<file path="src/rtl/mux_rr_arbiter.sv">
// Round-robin packet arbiter: grants one requester for a whole packet and
// steers its stream through the shared data mux.

module mux #(
  parameter int NUM_INPUTS   = 8,
  parameter int WIDTH_INPUTS = 4
) (
  input  logic [NUM_INPUTS-1:0][WIDTH_INPUTS-1:0] in_data,
  input  logic [$clog2(NUM_INPUTS)-1:0]           sel,
  output logic [WIDTH_INPUTS-1:0]                 out_data
);
  assign out_data = in_data[sel];
endmodule

module mux_rr_arbiter #(
  parameter int NUM_INPUTS   = 8,
  parameter int WIDTH_INPUTS = 4
) (
  input  logic                                    clk,
  input  logic                                    rst_n,
  input  logic [NUM_INPUTS-1:0][WIDTH_INPUTS-1:0] in_data,
  input  logic [NUM_INPUTS-1:0]                   in_valid,
  input  logic [NUM_INPUTS-1:0]                   in_last,
  output logic [NUM_INPUTS-1:0]                   in_ready,
  input  logic [NUM_INPUTS-1:0]                   req_mask,
  output logic [WIDTH_INPUTS-1:0]                 out_data,
  output logic                                    out_valid,
  output logic                                    out_last,
  input  logic                                    out_ready,
  output logic [$clog2(NUM_INPUTS)-1:0]           sel,
  output logic                                    busy
);
  localparam int SEL_W = $clog2(NUM_INPUTS);
  localparam logic ST_IDLE   = 1'b0;
  localparam logic ST_LOCKED = 1'b1;

  logic             r_state;
  logic [SEL_W-1:0] r_sel;
  logic [SEL_W-1:0] r_last_grant;

  logic                  w_locked;
  logic                  w_release;
  logic [NUM_INPUTS-1:0] w_elig;
  logic [NUM_INPUTS-1:0] w_upper;
  logic [SEL_W-1:0]      w_up_idx;
  logic [SEL_W-1:0]      w_any_idx;
  logic [SEL_W-1:0]      w_winner;

  assign w_locked = (r_state == ST_LOCKED);
  assign w_elig   = in_valid & req_mask;

  // w_upper holds eligible requesters above the pointer; if none, wrap to the lowest eligible.
  genvar gi;
  generate
    for (gi = 0; gi < NUM_INPUTS; gi++) begin : g_req
      assign w_upper[gi]  = w_elig[gi] && (SEL_W'(gi) > r_last_grant);
      assign in_ready[gi] = w_locked && out_ready && (r_sel == SEL_W'(gi));
    end
  endgenerate

  always_comb begin
    w_up_idx  = '0;
    w_any_idx = '0;
    for (int j = NUM_INPUTS - 1; j >= 0; j--) begin
      if (w_upper[j]) w_up_idx  = SEL_W'(j);
      if (w_elig[j])  w_any_idx = SEL_W'(j);
    end
    w_winner = (|w_upper) ? w_up_idx : w_any_idx;
  end

  mux #(
    .NUM_INPUTS   (NUM_INPUTS),
    .WIDTH_INPUTS (WIDTH_INPUTS)
  ) u_mux (
    .in_data  (in_data),
    .sel      (r_sel),
    .out_data (out_data)
  );

  assign out_valid = w_locked && in_valid[r_sel];
  assign out_last  = w_locked && in_last[r_sel];
  assign w_release = out_valid && out_ready && out_last;
  assign sel       = r_sel;
  assign busy      = w_locked;

  always_ff @(posedge clk or negedge rst_n) begin
    if (!rst_n) begin
      r_state      <= ST_IDLE;
      r_sel        <= '0;
      r_last_grant <= SEL_W'(NUM_INPUTS - 1);
    end else begin
      case (r_state)
        ST_IDLE: begin
          if (|w_elig) begin
            r_sel        <= w_winner;
            r_last_grant <= w_winner;
            r_state      <= ST_LOCKED;
          end
        end
        default: begin
          if (w_release) r_state <= ST_IDLE;
        end
      endcase
    end
  end
endmodule
</file>
<file path="config.mk">
export PLATFORM = sky130hd
export DESIGN_NAME = mux_rr_arbiter
export DESIGN_NICKNAME = d
export VERILOG_FILES = /design/src/rtl/mux_rr_arbiter.sv
export SDC_FILE = /design/constraint.sdc
export NUM_CORES = 1
export LEC_CHECK = 0
export CORE_MARGIN = 3
export CORE_UTILIZATION = 30
export CTS_CLUSTER_SIZE = 20
export DETAILED_ROUTE_END_ITERATION = 16
export GPL_TIMING_DRIVEN = 0
export PLACE_DENSITY_LB_ADDON = 0.25
export SETUP_SLACK_MARGIN = 0.3
export SYNTH_ARGS = -nofsm -noshare
export SYNTH_HDL_FRONTEND = slang
export SYNTH_SLANG_ARGS = --single-unit
</file>
<file path="constraint.sdc">
create_clock -name clk -period 2.5 [get_ports clk]
set_input_delay 0.5 -clock clk [delete_from_list [all_inputs] [get_ports clk]]
set_output_delay 0.5 -clock clk [all_outputs]
set_load 0.005 [all_outputs]
</file>
==> metrics.md <==
| Metric | Value |
|---|---|
| Outcome | `complete, no violations` |
| Setup CP Type | `in -> out` |
| Leading register cell type out of synthesis | `dfrtp_1` |
| Yosys warning count | `0` |
| Total routed wirelength | `4320 um` |
| Area of the die | `between 3000 and 4000 um2` |
| Antenna Nets Post-Route | `0` |
| Utilization of the core after routing | `0.682` |
| Setup repair after global routing missed its margin | `yes` |
| Final design instance area without fill | `between 1500 and 2000 um2` |
| Height of the chip | `62.7 um` |
| Type of element launching the critical path | `primary input` |
| Largest net degree at the start of global routing | `11` |
| Max-cap violation count | `0` |
| Total nets after synthesis | `170` |
| Number of flops mapped to enable cells by yosys | `0` |
| Total count of max-transition violations in the final report | `0` |
| Final Total Pwr | `1830 uW` |
| IR drop worst, VDD | `0.680 mV` |
| Maximum fanout encountered on the critical timing path | `2` |
| Final net count | `265` |
| Maximum clock frequency | `433 MHz` |
| Worst setup path start | `in_last[3]` |
| Buffers added on ports | `between 70 and 80` |
| Average wire length per cell after detail routing | `17.5 um` |
| Clock network latency to the later pin of the worst-skew pair | `0.24 ns` |
| Worst-path clk slew | `approximately 0.050 ns` |
| IO Pins | `77` |
| Starting density of the core | `0.332` |
| Total placed instance area | `1780 um2` |
| Diode count | `0` |
| DRC violations left | `0` |
| CTS max path bufs | `2` |
| GR Util All Layers | `0.214` |
| Sequential fraction of the synthesis area | `0.186` |
| Synth unique cells | `41` |
| Initial antenna violation count | `0` |
| First-pass GRT wire length | `6810 um` |
| Final-layout fill cell count | `238` |
| Slew of the pin with the lowest slew margin | `0.738 ns` |
| H-tree depth | `1` |
| Mean number of vias per cell | `5.40` |
| Growth of design area from synthesis to finish | `105%` |
| Worst Hold Class | `in -> async` |
| DR vias | `about 1300` |
| Arrival time of the worst setup path | `1.81 ns` |
| # clock sinks | `7` |
| Required time worst endpoint | `around 2 ns` |
| Combined area of all synthesized cells | `about 960 um2` |
| Final number of hold-violating endpoints | `0` |
| Slew margin rel. | `0.504` |
| Clock tree from TritonCTS | `done` |
| Final setup violation count | `0` |
| Placeable core area | `approximately 2900 um2` |
| Reg-to-reg startpoint | `r_last_grant[2]` |
| DR iter-0 viols | `35` |
| Minimum clock period after layout | `2.31 ns` |
| Horiz. Die Dim | `62.7 um` |
| Half-perimeter wire length of the detailed placement result | `3280 um` |
| Setup Skew | `0.00186 ns` |
| Multi-input gate area in the final layout | `786 um2` |
| Mapped Cells | `about 110` |
| Via count of the first global-routing pass | `roughly 1400` |
| Proportion of synthesized flip-flops having asynchronous set or reset | `1.00` |
| Final critical-path share of the clock period | `0.924` |
| Clock root buffer master | `clkbuf_4` |
| Final weighted congestion of routability-driven global placement | `0.872` |
| Fraction of layout cells with a size suffix above 1 | `0.283` |
| Iteration count of the initial detailed-routing pass | `4` |
| Final-layout worst hold slack | `0.518 ns` |
| Yosys reg bits | `7` |
| Mean area per synthesized cell | `8.68 um2` |
| Row count | `19` |
| Total power divided by cell area | `926 nW/um2` |
| Kind of end point of the critical path | `output pin` |
| Static power due to leakage | `approximately 0.00087 uW` |
| CTS Buf Count | `3` |
| Sum of overflow across all layers after global routing | `0` |
| FF+latch area | `179 um2` |
-- cell usage after synthesis (3+ instances only) --
cell type / number / area (um2)
dfrtp_1: 4 / 100
a22oi_1: 5 / 37.5
nor2b_1: 3 / 18.8
nor2_1: 10 / 37.5
nand2_1: 22 / 82.6
clkbuf_1: 4 / 15.0
nor3_1: 3 / 15.0
mux4_2: 12 / 270
o21ai_0: 4 / 20.0
dfstp_2: 3 / 78.8
and2_1: 3 / 18.8
nand3_1: 3 / 15.0
a21oi_1: 6 / 30.0
-- worst paths after layout --
check / depth (start not counted) / slack [ns] / end
hold / removal: 1 / 0.52 / sel[1]
min in group clk: 2 / 0.53 / r_last_grant[0]
setup reg to reg: 6 / 0.42 / sel[0]
max in group asynchronous: 1 / 1.69 / r_last_grant[2]
hold reg to reg: 2 / 0.53 / r_last_grant[0]
setup / recovery: 5 / 0.19 / out_last
-- flip-flops by register name (all words and copies together) (netlist names) --
| register | count |
|---|---|
| busy | 1 |
| r_last_grant | 3 |
| sel | 3 |
-- per-layer routing --
metal / GRT usage / part of all wire / vias to the layer above
met1: 0.233 / 0.37 / 642
met5: 0 / 0 / -
li1: - / - / 622
met2: 0.403 / 0.54 / 61
met4: 0.0441 / 0.017 / 0
met3: 0.0647 / 0.068 / 8
-- area by class of cell --
class / count / area share
Timing Repair Buffer: 90 / 0.431
Multi-Input combinational cell: 96 / 0.397
Sequential cell: 7 / 0.0904
Buffer: 6 / 0.0373
Tap cell: 42 / 0.0266
Clock buffer: 4 / 0.0133
Inverter: 2 / 0.00443
-- cells by family (layout without fill, tap and decap cells) --
| family | count (synthesis) | after routing | synth area share |
|---|---|---|---|
| and+or+nand+nor | 52 | 52 | 0.257 |
| AOI/OAI and AO/OA | 31 | 31 | 0.226 |
| muxes | 13 | 13 | 0.291 |
| buffers and inverters | 8 | 102 | 0.0402 |
| DFF | 7 | 7 | 0.186 |
-- layout by cell type, fill, tap and decap left out, drive strengths merged, types with 2 or more instances in the layout --
cell and instances:
dfstp 3, nor2 10, clkdlybuf4s50 50, o21ai 5, nand2 22, o21a 2
nor2b 3, a21oi 6, nand3 3, dlygate4sd2 14, clkbuf 11, dfrtp 4
a22oi 5, nor3 3, and2 3, mux4 12, buf 21, dlymetal6s2s 4
-- repair_timing --
action                                  in CTS  in global routing
pin swaps                                    5                  7
cloned                                       0                  0
endpoints found under the setup margin      15                 15
endpoints found under the hold margin        0                  0
resized for setup                           54                 23
buffers inserted                            10                  4
hold buffers                                 0                  0
-- power by group --
part | switching, uW | total (uW) | internal (uW)
combinational | 620 | 1490 | 867
sequential | 56.8 | 246 | 189
clock | 38.1 | 98.8 | 60.7
total | 715 | 1830 | 1120
-- critical path, stage by stage --
cell and delay (ns):
clkdlybuf4s50_1 0.40, mux4_2 0.48, mux2i_2 0.22, nor2b_1 0.08, buf_2 0.14
-- through the flow --
stage | worst slack (ns) | setup TNS (ns) | instances
floorplan | 0.306 | 0 | 111
finish | 0.191 | 0 | 247
detailed placement | -0.390 | -2.32 | 229
CTS | 0.0517 | 0 | 243
global placement | -0.337 | -1.72 | 229
global route | 0.122 | 0 | 247
Note: power is estimated with default switching activity, not from simulation.
